==> src/rtl/gf_adder_reg.sv <==
// Registered GF(2^WIDTH) adder (bitwise XOR) with valid handshake and running-accumulate mode.
// Optional zero flag output enabled by defining GF_ADDER_ZERO_FLAG_EN.
module gf_adder_reg #(
  parameter int               WIDTH    = 8,
  parameter logic [WIDTH-1:0] ACC_INIT = '0
) (
  input  logic             clk,
  input  logic             rst_n,
  input  logic [WIDTH-1:0] in1,
  input  logic [WIDTH-1:0] in2,
  input  logic             in_valid,
  input  logic             acc_mode,
  input  logic             acc_clr,
`ifdef GF_ADDER_ZERO_FLAG_EN
  output logic             out_zero,
`endif
  output logic [WIDTH-1:0] out,
  output logic             out_valid
);

  logic [WIDTH-1:0] acc_q, acc_d;
  logic [WIDTH-1:0] out_q, out_d;
  logic             vld_q, vld_d;
  logic [WIDTH-1:0] acc_base, acc_sum;

  // Clear is applied before the accumulate so a same-cycle clear+add starts from ACC_INIT.
  assign acc_base = acc_clr ? ACC_INIT : acc_q;
  assign acc_sum  = acc_base ^ in1 ^ in2;

  // in_valid gates every use of the operands, so X on idle inputs never reaches state.
  always_comb begin
    acc_d = acc_base;
    out_d = out_q;
    vld_d = 1'b0;
    if (in_valid) begin
      vld_d = 1'b1;
      if (acc_mode) begin
        acc_d = acc_sum;
        out_d = acc_sum;
      end else begin
        out_d = in1 ^ in2;
      end
    end
  end

  always_ff @(posedge clk or negedge rst_n) begin
    if (!rst_n) begin
      acc_q <= ACC_INIT;
      out_q <= '0;
      vld_q <= 1'b0;
    end else begin
      acc_q <= acc_d;
      out_q <= out_d;
      vld_q <= vld_d;
    end
  end

  assign out       = out_q;
  assign out_valid = vld_q;

`ifdef GF_ADDER_ZERO_FLAG_EN
  logic zero_q;
  always_ff @(posedge clk or negedge rst_n) begin
    if (!rst_n)        zero_q <= 1'b0;
    else if (in_valid) zero_q <= (out_d == '0);
  end
  assign out_zero = zero_q;
`endif

endmodule

==> config.mk <==
export PLATFORM = sky130hd
export DESIGN_NAME = gf_adder_reg
export DESIGN_NICKNAME = d
export VERILOG_FILES = /design/src/rtl/gf_adder_reg.sv
export SDC_FILE = /design/constraint.sdc
export NUM_CORES = 1
export LEC_CHECK = 0
export CAP_MARGIN = 25
export CELL_PAD_IN_SITES_DETAIL_PLACEMENT = 1
export CELL_PAD_IN_SITES_GLOBAL_PLACEMENT = 2
export CORE_MARGIN = 2
export CORE_UTILIZATION = 25
export CTS_CLUSTER_DIAMETER = 50
export DETAILED_ROUTE_END_ITERATION = 6
export HOLD_SLACK_MARGIN = 0.06
export PLACE_DENSITY_LB_ADDON = 0.1
export SYNTH_ARGS = -nofsm -noshare
export SYNTH_HDL_FRONTEND = slang
export SYNTH_SLANG_ARGS = --single-unit
==> constraint.sdc <==
create_clock -name clk -period 0.85 [get_ports clk]
set_input_delay 0.085 -clock clk [delete_from_list [all_inputs] [get_ports clk]]
set_output_delay 0.085 -clock clk [all_outputs]
set_load 0.03 [all_outputs]
==> results of run 1 <==
[power groups by stage]
| stage | combinational [mW] | clock [mW] | sequential (mW) |
|---|---|---|---|
| after floorplan | 0.303 | 0 | 1.15 |
| after global placement | 0.828 | 0 | 1.01 |
| after detailed placement | 0.835 | 0 | 1.01 |
| after CTS | 0.956 | 0.477 | 1.01 |
| after global routing | 1.06 | 0.515 | 1.02 |
| final | 0.992 | 0.454 | 1.01 |
[registers in the layout (all words and copies together), names as in the netlist]
| name | count |
|---|---|
| acc_q | 8 |
| out | 8 |
| out_valid | 1 |
[final timing paths]
path	end	slack (ns)	startpoint	cells past startpoint
min in group clk	acc_q[6]	0.31	in2[6]	5
max in group asynchronous	acc_q[2]	0.60	rst_n	2
hold / removal	out[6]	0.12	rst_n	2
hold reg to reg	out[2]	0.55	out[2]	1
setup reg to reg	out[1]	-0.12	acc_q[1]	3
setup / recovery	out[1]	-0.12	acc_q[1]	3
[Yosys cell counts]
cell       n
nand2_1    1
xor2_1     8
dfrtp_1   17
nand3b_1   8
nand2b_1   8
buf_2      1
xnor2_1   16
nor2_1     8
buf_4      1
buf_6      1
mux2_2     8
[per-layer routing]
metal	vias to the layer above	track usage
met5	-	0
met4	0	0.0489
met3	2	0.0229
met2	20	0.188
met1	346	0.146
li1	353	-
[area by class of cell]
class                   count  area, sq um
flip-flops and latches     17          425
clock inverters             1         5.00
well taps                  46         57.6
fillers                   379         1820
repair buffers             53          518
clock buffers               3         22.5
multi-input cells          57          542
[through the flow]
step | area, sq um | hold slack (ns)
3_3_place_gp | 1370 | 0.445
4_1_cts | 1510 | 0.115
3_5_place_dp | 1370 | 0.442
5_1_grt | 1570 | 0.106
2_1_floorplan | 923 | -0.211
6_report | 1570 | 0.119
[cell families after synthesis]
kind of cell  after synthesis
mux                         8
xor+xnor                   24
buf+inv                     3
simple gates               25
flops                      17
[what timing repair did]
item	in CTS	in global routing
gates resized for setup	20	13
gates cloned	1	0
endpoints found under the setup margin	25	22
pin swaps	2	8
buffers inserted	5	4
==> reports/qor.csv, run 1 <==
stage;metric;value;unit
synth;Synth Instances;77;
grt;vias in the first global route;728;
critical_path;Worst EP required;1.04;ns
critical_path;CP Data Arrival Time;1.16;ns
power_and_ir_drop;Pwr Total;2.45;mW
grt;pin count of the biggest net entering global routing;18;
run;max cap viols;0;
grt;initial antenna violation count;0;
critical_path;Buf/Inv on CP;0;
synth;Ys Warns;0;
synth;register area share after synthesis;0.476;
synth;Synth Cell Area;893;sq um
grt;wire length of the first global-routing pass;3590;um
timing;achievable frequency;1030;MHz
min_path;Hold/Removal Path Class;input pin to async pin;
clocking;CTS Hold Buffers Added;0;
timing;endpoints failing setup;18;
route;met1 WL;969;um
placement;post-DP HPWL;1430;um
route;DRT Pass-1 Iters;4;
power_and_ir_drop;Net Switching;759;uW
power_and_ir_drop;Power Internal;1.69;mW
critical_path;CP cell instances;nand3b_1 > xor2_1 > mux2_4;
route;Remaining DRCs;0;
grt;total track usage;0.115;
placement;Buffers on Ports;29;
synth;Post-Synth Simple-Gate Area;0.161;
cells_and_area;most frequent cells in the layout;buf_4, dfrtp_1, xnor2_1, clkdlybuf4s50_1, buf_6;
timing;post-layout min period;0.973;ns
critical_path;startpoint types;register;
timing;fin crit share;1.14;
floorplan;Core Area;3390;sq um
grt;grt total ovfl;0;
timing;Worst-Margin Slew;0.262;ns
route;vias per cell;4.07;
critical_path;critical-path maximum fanout;2;
placement;DP Worst Slack;-0.534;ns
timing;Final WS setup;-0.123;ns
route;total wire length;2150;um
cells_and_area;layout cells sized above 1;0.443;
synth;complex-gate fraction of the synthesized area;0;
critical_path;slowest CP cell;dfrtp_1;
timing;Slew Limit Fails;0;
route;met2 WL;1040;um
critical_path;peak per-stage delay on the critical path;0.36;ns
synth;count of cell types in the netlist;11;
clocking;CTS tree;done;
power_and_ir_drop;Lkg Pwr;0.750;nW
cells_and_area;ant diodes;0;
synth;Yosys reg bits;17;
critical_path;Setup crit end kind;register;
floorplan;Die Span Y;63.8;um
placement;Placed Cells;165;
timing;Clock Skews;0.000319;ns
route;Wirelength per Cell;12.1;um
timing;Fin Setup TNS;-1.58;ns
clocking;Num Clock Sinks;17;
clocking;Num CTS Buffers;3;
floorplan;Initial Utilization;0.264;
synth;Synth top area share;0.476;
power_and_ir_drop;share of total power in the clock network;0.185;
clocking;worst skew pair latency;0.29;ns
synth;portion of netlist area occupied by mux cells;0.101;
power_and_ir_drop;sequential power share;0.411;
power_and_ir_drop;Net Sw Frac;0.309;
critical_path;Worst path top cell family by delay;flip-flops;
power_and_ir_drop;VDD IR max;0.482;mV
timing;final hold violations;0;
route;WL met3;107;um
cells_and_area;nets;153;
synth;Synth Area in Adders;0;
floorplan;die area;4070;sq um
route;post-detailed-route count of antenna-violating nets;0;
clocking;Reg clk slew, reported paths;0.11;ns
cells_and_area;most common cell after layout, fill and taps aside;buf_4;
clocking;H-tree depth;1;
clocking;clk root buf;clkbuf_4;
route;DR vias;721;
power_and_ir_drop;Comb pwr share;0.404;
cells_and_area;P&R area growth vs syn;75.8;%
route;First DRT Iteration DRCs;1;
floorplan;Die Wd;63.8;um
synth;Syn Area/Cell;11.6;sq um
synth;area leader, netlist;dfrtp_1;
cells_and_area;fin util;0.463;
floorplan;IO Pins;30;
placement;placer congestion estimate;0.679;
synth;main combinational cell family by area after synthesis;XOR/XNOR gates;
outcome;status;finished with violations;
synth;Synth area leaders;dfrtp_1, xnor2_1, mux2_2, xor2_1, nand3b_1;
synth;XOR/XNOR Fraction of Synth Area;0.235;
timing;RSZ-0062 raised after global routing;true;
floorplan;row cnt;21;
synth;post-synth net total;98;
critical_path;WS Path Type;register to register;
clocking;CTS Buffer Depth;2;
outcome;failing checks;setup timing;
timing;Slew HR;0.824;
power_and_ir_drop;pwr/cell area;1560;nW/um^2
cells_and_area;Non-Filler Instances;177;
route;DR top layer;met4;
Power figures use the tool's default switching activity.
==> run 2, diff against run 1 <==
--- a/config.mk
+++ b/config.mk
@@ -10,7 +10,7 @@
 export CELL_PAD_IN_SITES_GLOBAL_PLACEMENT = 2
 export CORE_MARGIN = 2
 export CORE_UTILIZATION = 25
-export CTS_CLUSTER_DIAMETER = 50
+export CTS_CLUSTER_DIAMETER = 80
 export DETAILED_ROUTE_END_ITERATION = 6
 export HOLD_SLACK_MARGIN = 0.06
 export PLACE_DENSITY_LB_ADDON = 0.1
==> results of run 2 <==
No change in the layout: final DEF, timing and power equal those of run 1.
==> run 3, diff against run 2 <==
--- a/config.mk
+++ b/config.mk
@@ -9,11 +9,11 @@
 export CELL_PAD_IN_SITES_DETAIL_PLACEMENT = 1
 export CELL_PAD_IN_SITES_GLOBAL_PLACEMENT = 2
 export CORE_MARGIN = 2
-export CORE_UTILIZATION = 25
+export CORE_UTILIZATION = 27
 export CTS_CLUSTER_DIAMETER = 80
 export DETAILED_ROUTE_END_ITERATION = 6
 export HOLD_SLACK_MARGIN = 0.06
-export PLACE_DENSITY_LB_ADDON = 0.1
+export PLACE_DENSITY = 0.86
 export SYNTH_ARGS = -nofsm -noshare
 export SYNTH_HDL_FRONTEND = slang
 export SYNTH_SLANG_ARGS = --single-unit
==> constraint.sdc (replaced) <==
create_clock -name clk -period 0.91 [get_ports clk]
set_input_delay 0.091 -clock clk [delete_from_list [all_inputs] [get_ports clk]]
set_output_delay 0.091 -clock clk [all_outputs]
set_load 0.03 [all_outputs]
==> reports/qor.csv, run 3 (synthesis gave the netlist of run 1 again) <==
stage;metric;value;unit
outcome;status;finished with violations;
outcome;failing checks;setup timing;
route;total wire length;2300;um
timing;post-layout min period;0.993;ns
route;DR vias;739;
clocking;Reg clk slew, reported paths;0.11;ns
critical_path;CP Data Arrival Time;1.19;ns
floorplan;Die Wd;61.5;um
timing;fin crit share;1.09;
grt;wire length of the first global-routing pass;3750;um
floorplan;Initial Utilization;0.288;
critical_path;end of the critical path;out[4];
timing;final hold violations;0;
route;vias per cell;4.18;
critical_path;Crit. Startpoint;acc_q[4];
clocking;worst skew pair latency;0.29;ns
timing;Slew Limit Fails;0;
timing;endpoints failing setup;16;
route;DRT Pass-1 Iters;3;
clocking;CTS tree;done;
critical_path;startpoint types;register;
cells_and_area;layout cells sized above 1;0.429;
critical_path;reg-to-reg endpoint;out[4];
timing;Slew HR;0.746;
clocking;CTS Buffer Depth;2;
min_path;Hold/Removal Path Class;input pin to async pin;
run;max cap viols;0;
cells_and_area;most common cell after layout, fill and taps aside;buf_4;
power_and_ir_drop;Lkg Pwr;0.723;nW
critical_path;R2R depth;3;
cells_and_area;nets;155;
cells_and_area;Non-Filler Instances;177;
cells_and_area;fin util;0.507;
critical_path;critical-path maximum fanout;2;
grt;grt total ovfl;0;
timing;achievable frequency;1010;MHz
timing;Worst-Margin Slew;0.382;ns
floorplan;die area;3780;sq um
grt;total track usage;0.139;
floorplan;row cnt;20;
critical_path;WS Path Type;register to register;
placement;placer congestion estimate;0.736;
route;Wirelength per Cell;13.0;um
timing;RSZ-0062 raised after global routing;true;
power_and_ir_drop;pwr/cell area;1490;nW/um^2
floorplan;Core Area;3100;sq um
timing;Clock Skews;0.0103;ns
grt;vias in the first global route;797;
grt;pin count of the biggest net entering global routing;18;
route;post-detailed-route count of antenna-violating nets;0;
critical_path;R2R Setup Slk;-0.08;ns
power_and_ir_drop;Pwr Total;2.34;mW
placement;post-DP HPWL;1450;um
clocking;Num Clock Sinks;17;
timing;Hold WS;0.125;ns
grt;initial antenna violation count;0;
floorplan;IO Pins;30;
clocking;Num CTS Buffers;3;
cells_and_area;P&R area growth vs syn;76.1;%
route;Remaining DRCs;0;
placement;Buffers on Ports;29;
critical_path;Setup crit end kind;register;
cells_and_area;most frequent cells in the layout;buf_4, dfrtp_1, clkdlybuf4s50_1;
cells_and_area;fill cell count;348;
clocking;H-tree depth;1;
cells_and_area;ant diodes;0;
route;First DRT Iteration DRCs;16;
timing;Final WS setup;-0.0830;ns
placement;Placed Cells;160;
timing;Fin Setup TNS;-0.710;ns
power_and_ir_drop;VDD IR max;0.530;mV
critical_path;reg2reg start;acc_q[4];
floorplan;Die Span Y;61.5;um
critical_path;Worst EP required;1.10;ns
clocking;clk root buf;clkbuf_4;
-- run 3: cell count changes in the layout (fill, tap and decap cells not counted) --
cell	before	now
clkdlybuf4s50_1	10	16
buf_4	20	24
dlymetal6s2s_1	6	2
dlygate4sd2_1	4	2
nor2_1	3	5
nor2_2	5	3
buf_2	1	0
buf_6	10	9
clkbuf_1	0	1
clkinv_2	1	0
nand2_2	1	0
nand2_4	0	1
-- run 3: critical path: stages (launching register included) --
cell and delay (ns):
dfrtp_1 0.37, nand3b_1 0.11, xor2_1 0.15, mux2_4 0.26
-- run 3: what timing repair did --
item                       CTS  global route
gates resized for setup     16            10
hold endpoints to repair     0             0
gates cloned                 1             0
pin swaps                    0             3
hold buffers                 0             0
setup buffers               10             2
setup endpoints to repair   25            23
-- run 3: per-stage QoR --
step	setup slack, ns	cell area, sq um
after floorplan	-0.00247	923
after global routing	-0.138	1570
after CTS	-0.0709	1510
after global placement	-0.571	1350
after detailed placement	-0.604	1350
final	-0.0830	1570
-- run 3: where the power goes --
group	leakage (nW)	total (mW)	switching [mW]	internal, mW
Clock	0.0150	0.417	0.246	0.171
Sequential	0.210	0.947	0.0799	0.868
Combinational	0.498	0.974	0.391	0.583
Total	0.723	2.34	0.717	1.62
-- run 3: layout make-up --
class | count | area (sq um) | area share
multi-input cells | 57 | 542 | 0.344
repair buffers | 55 | 524 | 0.333
flip-flops and latches | 17 | 425 | 0.270
well taps | 44 | 55.1 | 0.0350
clock buffers | 4 | 26.3 | 0.0167
-- run 3: worst min-delay path by stage --
| stage | end | depth (start not counted) | slack [ns] |
|---|---|---|---|
| 2_1_floorplan | acc_q[0] | 0 | -0.20 |
| 3_3_place_gp | out_valid | 2 | 0.45 |
| 3_5_place_dp | out[1] | 2 | 0.44 |
| 4_1_cts | out[7] | 2 | 0.13 |
| 5_1_grt | out[4] | 2 | 0.12 |
| 6_report | out[7] | 2 | 0.12 |
-- run 3: metal layers --
metal  share of wire  GRT usage  vias to the layer above
met5               0          0                        -
met4           0.016     0.0638                        0
li1                -          -                      359
met3           0.033     0.0252                        4
met1            0.43      0.174                      357
met2            0.52      0.230                       19
